<file path="config.mk">
export PLATFORM = sky130hd
export DESIGN_NAME = mem_arbiter
export DESIGN_NICKNAME = d
export VERILOG_FILES = /design/src/rtl/mem_arbiter.sv
export SDC_FILE = /design/constraint.sdc
export NUM_CORES = 1
export LEC_CHECK = 0
export BUFFER_PORTS_ARGS = -buffer_cell sky130_fd_sc_hd__buf_2
export CORE_ASPECT_RATIO = 0.9
export CORE_MARGIN = 2
export CORE_UTILIZATION = 37
export DETAILED_ROUTE_END_ITERATION = 10
export GPL_TIMING_DRIVEN = 0
export PLACE_DENSITY_LB_ADDON = 0.05
export SYNTH_ARGS = -nofsm -noshare
export SYNTH_HDL_FRONTEND = slang
export SYNTH_SLANG_ARGS = --single-unit
</file>
<file path="constraint.sdc">
create_clock -name HCLK -period 2.05 [get_ports HCLK]
set_input_delay 0.41 -clock HCLK [delete_from_list [all_inputs] [get_ports HCLK]]
set_output_delay 0.41 -clock HCLK [all_outputs]
set_load 0.1 [all_outputs]
</file>
<file path="src/rtl/mem_arbiter.sv">
// +--------------------------------------------------------------------------+
// | Module      : mem_arbiter                                                |
// | Description : Two-requester arbiter in front of an AHB-Lite master port. |
// |               Grants one command per accepted address phase, pipelines   |
// |               address and data phases, and returns in-order completions. |
// |               Out-of-range commands skip the bus and complete with ERR.  |
// | Options     : MEM_ARBITER_ROUND_ROBIN_EN - round-robin tie break; when   |
// |               undefined requester 0 wins every tie.                      |
// | Revision    : 1.0 - initial release                                      |
// +--------------------------------------------------------------------------+
`timescale 1ns/1ps
`default_nettype none

module mem_arbiter #(
  parameter int MEMWIDTH = 14
) (
  input  logic        HCLK,
  input  logic        HRESETn,
  input  logic        REQ0,
  input  logic        REQ1,
  input  logic [31:0] ADDR0,
  input  logic [31:0] ADDR1,
  input  logic        WRITE0,
  input  logic        WRITE1,
  input  logic [2:0]  SIZE0,
  input  logic [2:0]  SIZE1,
  input  logic [31:0] WDATA0,
  input  logic [31:0] WDATA1,
  output logic        GNT0,
  output logic        GNT1,
  output logic        RVALID0,
  output logic        RVALID1,
  output logic        ERR0,
  output logic        ERR1,
  output logic [31:0] RDATA,
  output logic        HSEL,
  output logic [31:0] HADDR,
  output logic [1:0]  HTRANS,
  output logic        HWRITE,
  output logic [2:0]  HSIZE,
  output logic [31:0] HWDATA,
  input  logic        HREADY,
  input  logic [31:0] HRDATA
);

  // Grant pulses
  logic        r_gnt0;
  logic        r_gnt1;
  // Address phase: valid covers both real transfers and error phantoms
  logic        r_ap_valid;
  logic        r_ap_id;
  logic        r_ap_err;
  logic        r_hsel;
  logic [31:0] r_haddr;
  logic        r_hwrite;
  logic [2:0]  r_hsize;
  logic [31:0] r_wdata_pend;
  // Data phase
  logic        r_dp_valid;
  logic        r_dp_id;
  logic        r_dp_err;
  logic        r_dp_write;
  logic [31:0] r_hwdata;
  // Completion
  logic        r_rvalid0;
  logic        r_rvalid1;
  logic        r_err0;
  logic        r_err1;
  logic [31:0] r_rdata;
`ifdef MEM_ARBITER_ROUND_ROBIN_EN
  logic        r_rr_last;
`endif

  logic        w_oor0;
  logic        w_oor1;
  logic        w_elig0;
  logic        w_elig1;
  logic        w_arb_en;
  logic        w_win0;
  logic        w_win1;
  logic        w_grant;
  logic        w_sel_oor;
  logic [31:0] w_sel_addr;
  logic        w_sel_write;
  logic [2:0]  w_sel_size;
  logic [31:0] w_sel_wdata;
  logic        w_ap_adv;
  logic        w_dp_done;

  // Anything above the implemented memory window is an error
  assign w_oor0 = (ADDR0 >> MEMWIDTH) != 32'd0;
  assign w_oor1 = (ADDR1 >> MEMWIDTH) != 32'd0;

  // A requester is masked during its own GNT cycle so a held REQ is not regranted
  assign w_elig0  = REQ0 & ~r_gnt0;
  assign w_elig1  = REQ1 & ~r_gnt1;

  // New grants only when the pending address phase (if any) is being accepted
  assign w_arb_en = HREADY | ~r_ap_valid;
  assign w_ap_adv = r_ap_valid & HREADY;
  assign w_dp_done = r_dp_valid & HREADY;

  // Pick the winner among eligible requesters
  always_comb begin
    w_win0 = 1'b0;
    w_win1 = 1'b0;
    if (w_arb_en) begin
      if (w_elig0 && w_elig1) begin
`ifdef MEM_ARBITER_ROUND_ROBIN_EN
        if (r_rr_last) begin
          w_win0 = 1'b1;
        end else begin
          w_win1 = 1'b1;
        end
`else
        w_win0 = 1'b1;
`endif
      end else begin
        w_win0 = w_elig0;
        w_win1 = w_elig1;
      end
    end
  end

  assign w_grant     = w_win0 | w_win1;
  assign w_sel_oor   = w_win1 ? w_oor1 : w_oor0;
  assign w_sel_addr  = w_win1 ? ADDR1  : ADDR0;
  assign w_sel_write = w_win1 ? WRITE1 : WRITE0;
  assign w_sel_size  = w_win1 ? SIZE1  : SIZE0;
  assign w_sel_wdata = w_win1 ? WDATA1 : WDATA0;

  // Grant pulse and address phase; held unchanged while the slave stalls it
  always_ff @(posedge HCLK) begin
    if (!HRESETn) begin
      r_gnt0       <= 1'b0;
      r_gnt1       <= 1'b0;
      r_ap_valid   <= 1'b0;
      r_ap_id      <= 1'b0;
      r_ap_err     <= 1'b0;
      r_hsel       <= 1'b0;
      r_haddr      <= 32'd0;
      r_hwrite     <= 1'b0;
      r_hsize      <= 3'd0;
      r_wdata_pend <= 32'd0;
    end else begin
      r_gnt0 <= w_win0;
      r_gnt1 <= w_win1;
      if (w_arb_en) begin
        r_ap_valid <= w_grant;
        r_ap_id    <= w_win1;
        r_ap_err   <= w_grant & w_sel_oor;
        r_hsel     <= w_grant & ~w_sel_oor;
        if (w_grant) begin
          r_wdata_pend <= w_sel_wdata;
        end
        if (w_grant && !w_sel_oor) begin
          r_haddr  <= w_sel_addr;
          r_hwrite <= w_sel_write;
          r_hsize  <= w_sel_size;
        end
      end
    end
  end

  // Data phase follows an accepted address phase; error phantoms flow through too to keep order
  always_ff @(posedge HCLK) begin
    if (!HRESETn) begin
      r_dp_valid <= 1'b0;
      r_dp_id    <= 1'b0;
      r_dp_err   <= 1'b0;
      r_dp_write <= 1'b0;
      r_hwdata   <= 32'd0;
    end else if (w_ap_adv) begin
      r_dp_valid <= 1'b1;
      r_dp_id    <= r_ap_id;
      r_dp_err   <= r_ap_err;
      r_dp_write <= r_hwrite & ~r_ap_err;
      if (r_hsel && r_hwrite) begin
        r_hwdata <= r_wdata_pend;
      end
    end else if (w_dp_done) begin
      r_dp_valid <= 1'b0;
    end
  end

  // Registered completion pulse with read data capture
  always_ff @(posedge HCLK) begin
    if (!HRESETn) begin
      r_rvalid0 <= 1'b0;
      r_rvalid1 <= 1'b0;
      r_err0    <= 1'b0;
      r_err1    <= 1'b0;
      r_rdata   <= 32'd0;
    end else begin
      r_rvalid0 <= w_dp_done & ~r_dp_id;
      r_rvalid1 <= w_dp_done &  r_dp_id;
      r_err0    <= w_dp_done & ~r_dp_id & r_dp_err;
      r_err1    <= w_dp_done &  r_dp_id & r_dp_err;
      if (w_dp_done && !r_dp_write && !r_dp_err) begin
        r_rdata <= HRDATA;
      end
    end
  end

`ifdef MEM_ARBITER_ROUND_ROBIN_EN
  // Remember the last winner so the other side takes the next tie
  always_ff @(posedge HCLK) begin
    if (!HRESETn) begin
      r_rr_last <= 1'b0;
    end else if (w_grant) begin
      r_rr_last <= w_win1;
    end
  end
`endif

  assign GNT0    = r_gnt0;
  assign GNT1    = r_gnt1;
  assign RVALID0 = r_rvalid0;
  assign RVALID1 = r_rvalid1;
  assign ERR0    = r_err0;
  assign ERR1    = r_err1;
  assign RDATA   = r_rdata;
  assign HSEL    = r_hsel;
  assign HADDR   = r_haddr;
  assign HTRANS  = {r_hsel, 1'b0};
  assign HWRITE  = r_hwrite;
  assign HSIZE   = r_hsize;
  assign HWDATA  = r_hwdata;

endmodule

`default_nettype wire

</file>
==> metrics.yaml, run 1 <==
route:
  vias_per_cell: 4.866
  drt-wirelength-per-cell_um: 14.82
  vias: 5611
  wirelength_um: 17090
  antenna_left: 0
  drc: 0
  drtIter0Drc: 255
  dr.pass1.iters: 5
worst_setup_path:
  worst-path-buf-inv: 3
  cpPeakStageDelay_ps: 480
  crit_family: "simple AND/OR/NAND/NOR gates"
  cp.required_ps: 2410
  cp-end-kind: "flip-flop"
  critPathLaunchType: "flip-flop"
  cpMostUsedCell: "buf_6"
  critPathKind: "reg2reg"
  timing.critical_path.arrival_ps: 2410
  slowest_stage: "or4b_4"
  crit_chain: "nor2b_4 -> or4b_4 -> buf_6 -> nor3_4 -> o22a_1 -> buf_6 -> clkbuf_16 -> o221a_1"
  critPathMaxFanout: 8
die:
  die_w_um: 132.0
  core_um2: 14560
  io_pins: 282
  std_cell_rows: 42
  die_height_um: 119.2
  die_area_um2: 15740
  start_util: 0.3748
sta:
  rsz0062_at_grt: "true"
  fmax_mhz: 487.7
  slew-limit-headroom: 0.5868
  tns_ps: -0.4829
  fin_ws_ps: -0.4829
  slew_violations: 0
  timing.final.crit_share: 1.000
  final.setup_skew_ps: 4.038
  hold_violations: 0
  hold_ws_ps: 230.6
  fin_crit_ps: 2050
  worst_pin_slew_ps: 615.0
  setup_viol: 1
grt:
  use_met2: 0.3483
  top_usage_layer: "met2"
  first_global_vias: 5429
  grt_pass1_wl_um: 27130
  grt_usage: 0.2172
  grt-ovfl-total: 0
  grt_use_met1: 0.2791
  antenna_found_initial: 0
  grt_max_degree: 17
  met3_usage: 0.06428
finish:
  layout-drive-gt1-share: 0.3738
  seqCellArea_um2: 2929
  synthToLayoutAreaGrowth_pct: 44.12
  diodes: 0
  stdcell_count: 1153
  nFillCells: 1441
  fin_nets: 1115
  final_area_um2: 7864
  multi_input_area_um2: 2322
job:
  maxCapViolations: 0
clocking:
  htree_levels: 4
  ctsRootBufferMaster: "clkbuf_16"
  clkSinkCount: 146
  cts_hold_buf: 0
  cts_buffers: 17
  clk_pin_slew_ps: 60
  clock_latency_ps: 420
  cts.path.max_buffers: 2
  cts_tree: "done"
synthesis:
  syn_inst: 638
  async_flop_share: 0
  synth-seq-cells: 146
  netlist.area_leader.share: 0.5357
  synth_edf_count: 0
  yosysTopAreaCell: "dfxtp_1"
  synth_cell_types: 31
  synth_seq_area_share: 0.5357
  synth-main-ff-cell: "dfxtp_1"
  syn_avg_cell_area_um2: 8.552
  synth_nets: 811
  synth_area_leaders: "dfxtp_1 (54%), nand2_1 (14%), a21oi_1 (6.3%)"
  yosysWarnings: 0
  syn_area_um2: 5456
placement:
  gp_congestion: 0.8304
  portBuffers: 279
  place_area_um2: 7118
  dp_hpwl_um: 12910
  placed_cells: 1115
outcome:
  violations: "negative setup slack"
  status: "finished with violations"
power:
  p_leak_nw: 3.493
  p_per_area_nw_per_um2: 857.7
  ir_worst_vdd_uv: 561.6
worst_hold_path:
  holdCritPathClass: "in2reg"
==> sequential cells by signal (all words and copies together) (netlist names) <==
signal,count
ERR1,1
r_ap_id,1
r_wdata_pend,32
r_ap_valid,1
RVALID0,1
r_dp_id,1
HSIZE,3
r_ap_err,1
HWRITE,1
GNT1,1
GNT0,1
r_dp_valid,1
RVALID1,1
RDATA,32
ERR0,1
HWDATA,32
HADDR,32
r_dp_write,1
r_dp_err,1
HSEL,1
==> worst min-delay path: cells and delay by family <==
kind	cells	cell delay, ps
compound gates	1	50
buf+inv	1	90
simple gates	1	50
==> kinds of logic after synthesis <==
| kind of cell | Yosys count | synth area share |
|---|---|---|
| other | 1 | 0.0006873 |
| AOI/OAI and AO/OA | 140 | 0.1853 |
| and+or+nand+nor | 293 | 0.2316 |
| DFF | 146 | 0.5357 |
| buffers and inverters | 58 | 0.04677 |
==> Yosys cell counts, types with 2 or more instances <==
| master | count |
|---|---|
| nor3_1 | 3 |
| dfxtp_1 | 146 |
| buf_2 | 3 |
| nor2_1 | 44 |
| o22a_1 | 19 |
| a311oi_1 | 32 |
| a21oi_1 | 69 |
| buf_6 | 3 |
| clkbuf_1 | 43 |
| nor3b_1 | 19 |
| o221a_1 | 17 |
| nor2b_1 | 2 |
| nand2_1 | 201 |
| nand3_1 | 5 |
| buf_4 | 3 |
| nor4_1 | 8 |
| buf_1 | 4 |
| and2_1 | 3 |
| nand2b_1 | 2 |
==> path summary, 6_finish.rpt <==
check,from,endpoint,slack [ps],depth (start not counted)
setup / recovery,r_ap_valid$_SDFFE_PN0P_,HADDR[5]$_SDFFE_PN0P_,-0.5,8
hold / removal,HRDATA[14],RDATA[14]$_SDFFE_PN0P_,230,3
setup reg to reg,r_ap_valid$_SDFFE_PN0P_,HADDR[5]$_SDFFE_PN0P_,-0.5,8
hold reg to reg,RDATA[0]$_SDFFE_PN0P_,RDATA[0]$_SDFFE_PN0P_,450,2
==> power by group <==
part	internal, W	leakage [nW]	switching (W)
clock	0.00173	0.284	0.00134
sequential	0.00293	1.19	0.0000464
combinational	0.000269	2.02	0.000436
total	0.00492	3.49	0.00182
==> layout by cell type (no fill, tap or decap), types with 2 or more instances in the layout <==
| master | count |
|---|---|
| buf_2 | 281 |
| nand2_1 | 201 |
| dfxtp_1 | 143 |
| a21oi_1 | 69 |
| nor2_1 | 43 |
| a311oi_1 | 32 |
| clkbuf_1 | 30 |
| o22a_1 | 19 |
| clkbuf_16 | 19 |
| o221a_1 | 17 |
| clkbuf_2 | 14 |
| nor3b_1 | 13 |
| nor4_1 | 8 |
| buf_4 | 6 |
| nor3b_2 | 6 |
| inv_6 | 6 |
| nand3_1 | 5 |
| buf_6 | 4 |
| nor3_1 | 3 |
| and2_1 | 3 |
| inv_8 | 3 |
| dfxtp_2 | 2 |
| nor2b_4 | 2 |
| nand2b_1 | 2 |
| buf_1 | 2 |
| buf_8 | 2 |
| clkinvlp_4 | 2 |
| clkinv_4 | 2 |
==> layer usage <==
layer	vias up	part of all wire
li1	2814	-
met1	2585	0.45
met2	193	0.46
met3	19	0.070
met4	0	0.015
met5	-	0
==> through the flow <==
step | power (W) | worst slack, ps | utilization
5_1_grt | 0.007021 | -76.99 | 0.5402
2_1_floorplan | 0.003439 | 30.38 | -
6_report | 0.006745 | -0.4829 | 0.5402
3_3_place_gp | 0.003710 | -327.7 | 0.4890
4_1_cts | 0.006800 | 2.613 | 0.5302
3_5_place_dp | 0.003725 | -412.3 | 0.4890
==> cell type report <==
cell class,count,share of cell area
multi-input combinational,434,0.2953
inverter,2,0.0009547
clock buffer,17,0.05410
sequential,146,0.3725
buffer,56,0.03644
clock inverter,15,0.02100
timing repair buffer,285,0.1882
tap,198,0.03150
==> what timing repair did <==
action | CTS | global route
setup buffers | 0 | 4
resized for setup | 7 | 29
cloned | 0 | 2
endpoints found under the setup margin | 34 | 67
pin swaps | 0 | 7
No activity file was read; power rests on OpenSTA's default activity.
==> run 2: changes to the inputs <==
--- a/config.mk
+++ b/config.mk
@@ -11,7 +11,7 @@
 export CORE_UTILIZATION = 37
 export DETAILED_ROUTE_END_ITERATION = 10
 export GPL_TIMING_DRIVEN = 0
-export PLACE_DENSITY_LB_ADDON = 0.05
+export PLACE_DENSITY = 0.7
 export SYNTH_ARGS = -nofsm -noshare
 export SYNTH_HDL_FRONTEND = slang
 export SYNTH_SLANG_ARGS = --single-unit
==> run 2 against run 1 <==
  * The flow now finishes without violations
  * Sequential power hardly changed
  * Utilization is 0.64 points lower
  * Sequential share of layout area is 0.48 points higher
  * Worst setup slack better by 18 ps
  * Count of clock-buffer cells in the layout is 1 higher
  * Power is 1.8% lower
  * Via count is 1.7% lower
  * Non-clock buffer count is 1 lower
  * Routed wire length is 0.11% higher
  * First-iteration DRC count is 8.2% lower
  * Global-route usage hardly changed
  * Critical endpoint is now HADDR[6]$_SDFFE_PN0P_
  * Largest cell class unchanged
  * Highest routed layer unchanged
==> metrics.yaml, run 2 (same netlist as run 1, synthesis figures left out) <==
worst_hold_path:
  holdCritPathClass: "in2reg"
sta:
  timing.final.crit_share: 0.9914  # -0.008792
  slew_violations: 0  # unchanged
  final.setup_skew_ps: 8.236  # +4.198 ps
  hold_ws_ps: 221.6  # -8.989 ps
  rsz0062_at_grt: "true"
  slew-limit-headroom: 0.5764  # -0.01047
  fin_ws_ps: 17.54  # +18.02 ps
  setup_viol: 0  # -1
  worst_pin_slew_ps: 635.4  # +20.43 ps
  fin_crit_ps: 2032  # -18.02 ps
  fmax_mhz: 492.0  # +0.89%
  hold_violations: 0  # unchanged
worst_setup_path:
  cp.required_ps: 2360  # -50 ps
  r2r-end: "HADDR[6]$_SDFFE_PN0P_"
  slowest_stage: "or4b_1"
  cpPeakStageDelay_ps: 480  # about the same
  cpMostUsedCell: "buf_4"
  critPathLaunchType: "flip-flop"
  rr_worst_depth: 8  # unchanged
  crit_family: "simple AND/OR/NAND/NOR gates"
  worst-path-buf-inv: 3  # unchanged
  timing.critical_path.arrival_ps: 2340  # -70 ps
  r2r_slack_ps: 20  # +20 ps
  critical_path_depth: 8  # unchanged
  endpoint: "HADDR[6]$_SDFFE_PN0P_"
  worstReg2RegStart: "r_ap_valid$_SDFFE_PN0P_"
  critPathKind: "reg2reg"
  cp-end-kind: "flip-flop"
  crit_path_start: "r_ap_valid$_SDFFE_PN0P_"
  crit_chain: "nor2b_4 -> or4b_1 -> buf_6 -> nor3_4 -> buf_4 -> nor2_2 -> buf_4 -> o221a_1"
  critPathMaxFanout: 10  # +2
die:
  io_pins: 282  # unchanged
  die_height_um: 119.2  # unchanged
  std_cell_rows: 42  # unchanged
  die_w_um: 132.0  # unchanged
  start_util: 0.3748  # unchanged
  die_area_um2: 15740  # unchanged
  core_um2: 14560  # unchanged
grt:
  grt_usage: 0.2171  # about the same
  grt_pass1_wl_um: 26950  # -0.66%
  grt_use_met1: 0.2867  # +0.007688
  met3_usage: 0.06215  # -0.002129
  use_met2: 0.3366  # -0.01172
  first_global_vias: 5190  # -4.4%
  grt_max_degree: 17  # unchanged
  grt-ovfl-total: 0  # unchanged
  top_usage_layer: "met2"
  antenna_found_initial: 0  # unchanged
route:
  drc: 0  # unchanged
  vias_per_cell: 4.790  # -1.6%
  vias: 5518  # -1.7%
  wirelength_um: 17110  # +0.11%
  antenna_left: 0  # unchanged
  drtIter0Drc: 234  # -8.2%
  drt-wirelength-per-cell_um: 14.85  # +0.19%
  dr.pass1.iters: 4  # -1
placement:
  dp_hpwl_um: 12760  # -1.2%
  place_area_um2: 7118  # unchanged
  pre_cts_slack_ps: -342.4  # +69.89 ps
  gp_congestion: 0.8161  # -1.7%
  portBuffers: 279  # unchanged
power:
  ir_worst_vdd_uv: 562.9  # +0.23%
  p_per_area_nw_per_um2: 852.7  # -0.58%
  total_power_w: 0.006627  # -1.8%
  p_leak_nw: 3.455  # -1.1%
job:
  maxCapViolations: 0  # unchanged
finish:
  fin_nets: 1114  # -0.090%
  final_area_um2: 7771  # -1.2%
  synthToLayoutAreaGrowth_pct: 42.42
  layout-drive-gt1-share: 0.3637  # -0.01009
  final_common_cell: "buf_2"
  final_cell_mix: "buf_2 (281), nand2_1 (201), dfxtp_1 (143), a21oi_1 (69), nor2_1 (43)"
  diodes: 0  # unchanged
clocking:
  clk_pin_slew_ps: 70  # about the same
  ctsRootBufferMaster: "clkbuf_16"
  clock_latency_ps: 420  # about the same
  clkSinkCount: 146  # unchanged
  cts_tree: "done"
  cts_hold_buf: 0  # unchanged
  htree_levels: 4  # unchanged
  cts_buffers: 17  # unchanged
  cts.path.max_buffers: 2  # unchanged
outcome:
  status: "finished clean"
==> run 2: cell types whose count changed in the layout (fill, tap and decap cells not counted), sizes merged <==
| cell | previous run | this run |
|---|---|---|
| clkbuf | 63 | 61 |
| buf | 295 | 297 |
| clkinv | 4 | 7 |
| clkinvlp | 2 | 3 |
| inv | 10 | 5 |
==> run 2: worst min-delay path by stage <==
stage	to	slack (ps)	cells after the start	from
final	RDATA[20]$_SDFFE_PN0P_	220	3	HRDATA[20]
after global placement	HWDATA[18]$_SDFFE_PN0P_	440	2	r_wdata_pend[18]$_SDFFE_PN0P_
after floorplan	RVALID0$_SDFF_PN0_	420	1	r_dp_id$_SDFFE_PN0P_
after global routing	RDATA[22]$_SDFFE_PN0P_	220	3	HRDATA[22]
after CTS	RDATA[25]$_SDFFE_PN0P_	210	3	HRDATA[25]
after detailed placement	HWDATA[0]$_SDFFE_PN0P_	440	2	r_wdata_pend[0]$_SDFFE_PN0P_
==> run 2: area by class of cell <==
class	instances	area, µm²
multi-input cells	434	2297
flip-flops and latches	146	2932
well taps	198	247.7
clock inverters	14	132.6
inverters	2	7.507
repair buffers	284	1441
fillers	1421	6785
clock buffers	18	429.2
plain buffers	56	284.0
==> run 2: tightest hold or removal path, cell delays in order <==
cell and delay, ps:
buf_2 100, nand2_1 40, a21oi_1 50
==> run 2: per-stage QoR <==
stage          utilization  std cells  setup TNS (ps)
2_1_floorplan            -        638               0
3_3_place_gp        0.4890       1115          -13020
3_5_place_dp        0.4890       1115          -13290
4_1_cts             0.5284       1147               0
5_1_grt             0.5339       1152          -595.1
6_report            0.5339       1152               0
==> run 2: where the power goes <==
part	internal [W]	leakage, nW	switching (W)
clock network	0.00168	0.268	0.00127
registers	0.00293	1.19	0.0000467
logic	0.000266	2.00	0.000438
==> run 2: timing repair <==
action                                 CTS  global route
endpoints found under the hold margin    0             0
gates resized for setup                  9            21
buffers inserted                         0             5
setup endpoints to repair               41            72
pin swaps                                1             3
==> run 2: routing by layer <==
metal / up-vias / share of wire
met3: 25 / 0.068
met4: 0 / 0.021
met2: 178 / 0.44
li1: 2801 / -
met5: - / 0
met1: 2514 / 0.47
==> run 3: changes to the inputs <==
--- a/config.mk
+++ b/config.mk
@@ -9,6 +9,7 @@
 export CORE_ASPECT_RATIO = 0.9
 export CORE_MARGIN = 2
 export CORE_UTILIZATION = 37
+export CTS_BUF_LIST = sky130_fd_sc_hd__clkbuf_16
 export DETAILED_ROUTE_END_ITERATION = 10
 export GPL_TIMING_DRIVEN = 0
 export PLACE_DENSITY = 0.7
==> run 3 against run 2 <==
  * Global-route usage is the same
  * Sequential cell count unchanged
  * Count of clock-buffer cells in the layout fell by 1
  * Register-to-register slack hardly changed
  * Largest cell class unchanged
  * Highest routed layer unchanged
==> metrics.yaml, run 3 (same netlist as run 1, synthesis figures left out) <==
outcome:
  status: "finished clean"
route:
  drc: 0  # unchanged
  dr.pass1.iters: 4  # unchanged
  antenna_left: 0  # unchanged
  drt-wirelength-per-cell_um: 14.85  # unchanged
  wirelength_um: 17110  # unchanged
  vias: 5518  # unchanged
  vias_per_cell: 4.790  # unchanged
  drtIter0Drc: 235  # +0.43%
sta:
  timing.final.crit_share: 0.9914  # about the same
  final.setup_skew_ps: 8.238  # +0.002220 ps
  setup_viol: 0  # unchanged
  slew-limit-headroom: 0.5764  # unchanged
  rsz0062_at_grt: "true"
  fmax_mhz: 492.0  # about the same
  worst_pin_slew_ps: 635.4  # unchanged
  hold_violations: 0  # unchanged
  fin_crit_ps: 2032  # +0.002200 ps
  slew_violations: 0  # unchanged
die:
  die_w_um: 132.0  # unchanged
  std_cell_rows: 42  # unchanged
  die_area_um2: 15740  # unchanged
  start_util: 0.3748  # unchanged
  core_um2: 14560  # unchanged
  die_height_um: 119.2  # unchanged
  io_pins: 282  # unchanged
worst_setup_path:
  crit_path_start: "r_ap_valid$_SDFFE_PN0P_"
  crit_chain: "nor2b_4 -> or4b_1 -> buf_6 -> nor3_4 -> buf_4 -> nor2_2 -> buf_4 -> o221a_1"
  critPathMaxFanout: 10  # unchanged
  cp.required_ps: 2360  # about the same
  slowest_stage: "or4b_1"
  worst-path-buf-inv: 3  # unchanged
  r2r_slack_ps: 20  # about the same
  cpPeakStageDelay_ps: 480  # about the same
  cp-end-kind: "flip-flop"
  cpMostUsedCell: "buf_4"
  r2r-end: "HADDR[6]$_SDFFE_PN0P_"
  rr_worst_depth: 8  # unchanged
  critPathLaunchType: "flip-flop"
  worstReg2RegStart: "r_ap_valid$_SDFFE_PN0P_"
  critPathKind: "reg2reg"
  timing.critical_path.arrival_ps: 2340  # about the same
  endpoint: "HADDR[6]$_SDFFE_PN0P_"
  critical_path_depth: 8  # unchanged
  crit_family: "simple AND/OR/NAND/NOR gates"
power:
  p_per_area_nw_per_um2: 852.1  # about the same
  clock_power_share: 0.445  # about the same
  pwr-share-seq: 0.449  # about the same
  p_leak_nw: 3.459  # +0.12%
  switchingPower_w: 0.001751  # about the same
  p_int_w: 0.004871  # -0.10%
  ir_worst_vdd_uv: 563.1  # about the same
  swShare: 0.2644  # about the same
  combinationalPowerShare: 0.106  # about the same
finish:
  fin_nets: 1114  # unchanged
  final_area_um2: 7771  # unchanged
  final_common_cell: "buf_2"
  final_cell_mix: "buf_2 (281), nand2_1 (201), dfxtp_1 (143), a21oi_1 (69), nor2_1 (43)"
  utilization: 0.5339  # unchanged
  synthToLayoutAreaGrowth_pct: 42.42  # unchanged
  layout-drive-gt1-share: 0.3637  # unchanged
  diodes: 0  # unchanged
clocking:
  clk_pin_slew_ps: 70  # about the same
  clkSinkCount: 146  # unchanged
  cts_tree: "done"
  clock_latency_ps: 420  # about the same
  cts_hold_buf: 0  # unchanged
  ctsRootBufferMaster: "clkbuf_16"
  htree_levels: 4  # unchanged
  cts.path.max_buffers: 2  # unchanged
  cts_buffers: 17  # unchanged
grt:
  first_global_vias: 5190  # unchanged
  grt_max_degree: 17  # unchanged
  grt-ovfl-total: 0  # unchanged
  antenna_found_initial: 0  # unchanged
  grt_pass1_wl_um: 26950  # unchanged
  grt_usage: 0.2171  # unchanged
placement:
  gp_congestion: 0.8161  # unchanged
  portBuffers: 279  # unchanged
  dp_hpwl_um: 12760  # unchanged
  place_area_um2: 7118  # unchanged
worst_hold_path:
  holdCritPathClass: "in2reg"
job:
  maxCapViolations: 0  # unchanged
-- run 3: power by group through the flow --
stage	Combinational (W)	Sequential [W]	Clock, W
after floorplan	0.000298	0.00314	0
after CTS	0.000699	0.00297	0.00298
after detailed placement	0.000692	0.00304	0
after global placement	0.000689	0.00303	0
after global routing	0.000772	0.00298	0.00310
final	0.000704	0.00297	0.00295
-- run 3: worst min path at each step --
stage / start / to / slack [ps] / cells past startpoint
final: HRDATA[20] / RDATA[20]$_SDFFE_PN0P_ / 220 / 3
after global routing: HRDATA[22] / RDATA[22]$_SDFFE_PN0P_ / 220 / 3
after CTS: HRDATA[25] / RDATA[25]$_SDFFE_PN0P_ / 210 / 3
after detailed placement: r_wdata_pend[0]$_SDFFE_PN0P_ / HWDATA[0]$_SDFFE_PN0P_ / 440 / 2
after global placement: r_wdata_pend[18]$_SDFFE_PN0P_ / HWDATA[18]$_SDFFE_PN0P_ / 440 / 2
after floorplan: r_dp_id$_SDFFE_PN0P_ / RVALID0$_SDFF_PN0_ / 420 / 1
-- run 3: timing repair --
item / in CTS / in global routing
endpoints found under the setup margin: 41 / 72
pin swaps: 1 / 3
setup buffers: 0 / 5
cloned: 0 / 0
resized for setup: 9 / 21
-- run 3: final cells by class --
cell class / count / area [µm²]
tap: 198 / 247.7
sequential: 146 / 2932
buffer: 56 / 284.0
clock inverter: 15 / 136.4
fill: 1421 / 6785
inverter: 2 / 7.507
clock buffer: 17 / 425.4
multi-input combinational: 434 / 2297
timing repair buffer: 284 / 1441
-- run 3: metrics by stage --
stage                     TNS, ps  total power, W  hold slack (ps)  std cells  worst slack, ps
after floorplan                 0        0.003439            421.3        638            30.38
after global placement     -13020        0.003721            437.2       1115           -332.8
after detailed placement   -13290        0.003727            442.8       1115           -342.4
after CTS                       0        0.006653            209.2       1147            3.437
after global routing       -593.6        0.006856            224.1       1152           -47.13
final                           0        0.006622            221.5       1152            17.54
-- run 3: layer usage --
layer	vias to the layer above	share of wire	GRT usage
met5	-	0	0
li1	2801	-	-
met1	2514	0.47	0.2867
met2	178	0.44	0.3366
met4	0	0.021	0.08288
met3	25	0.068	0.06215
-- run 3: worst reg2reg max path, delay by kind of cell (launching register included) --
family                 cells  cell delay [ps]
flip-flops                 1              340
AO/OA/AOI/OAI              1              220
buffers and inverters      3              480
AND/OR/NAND/NOR            4              860
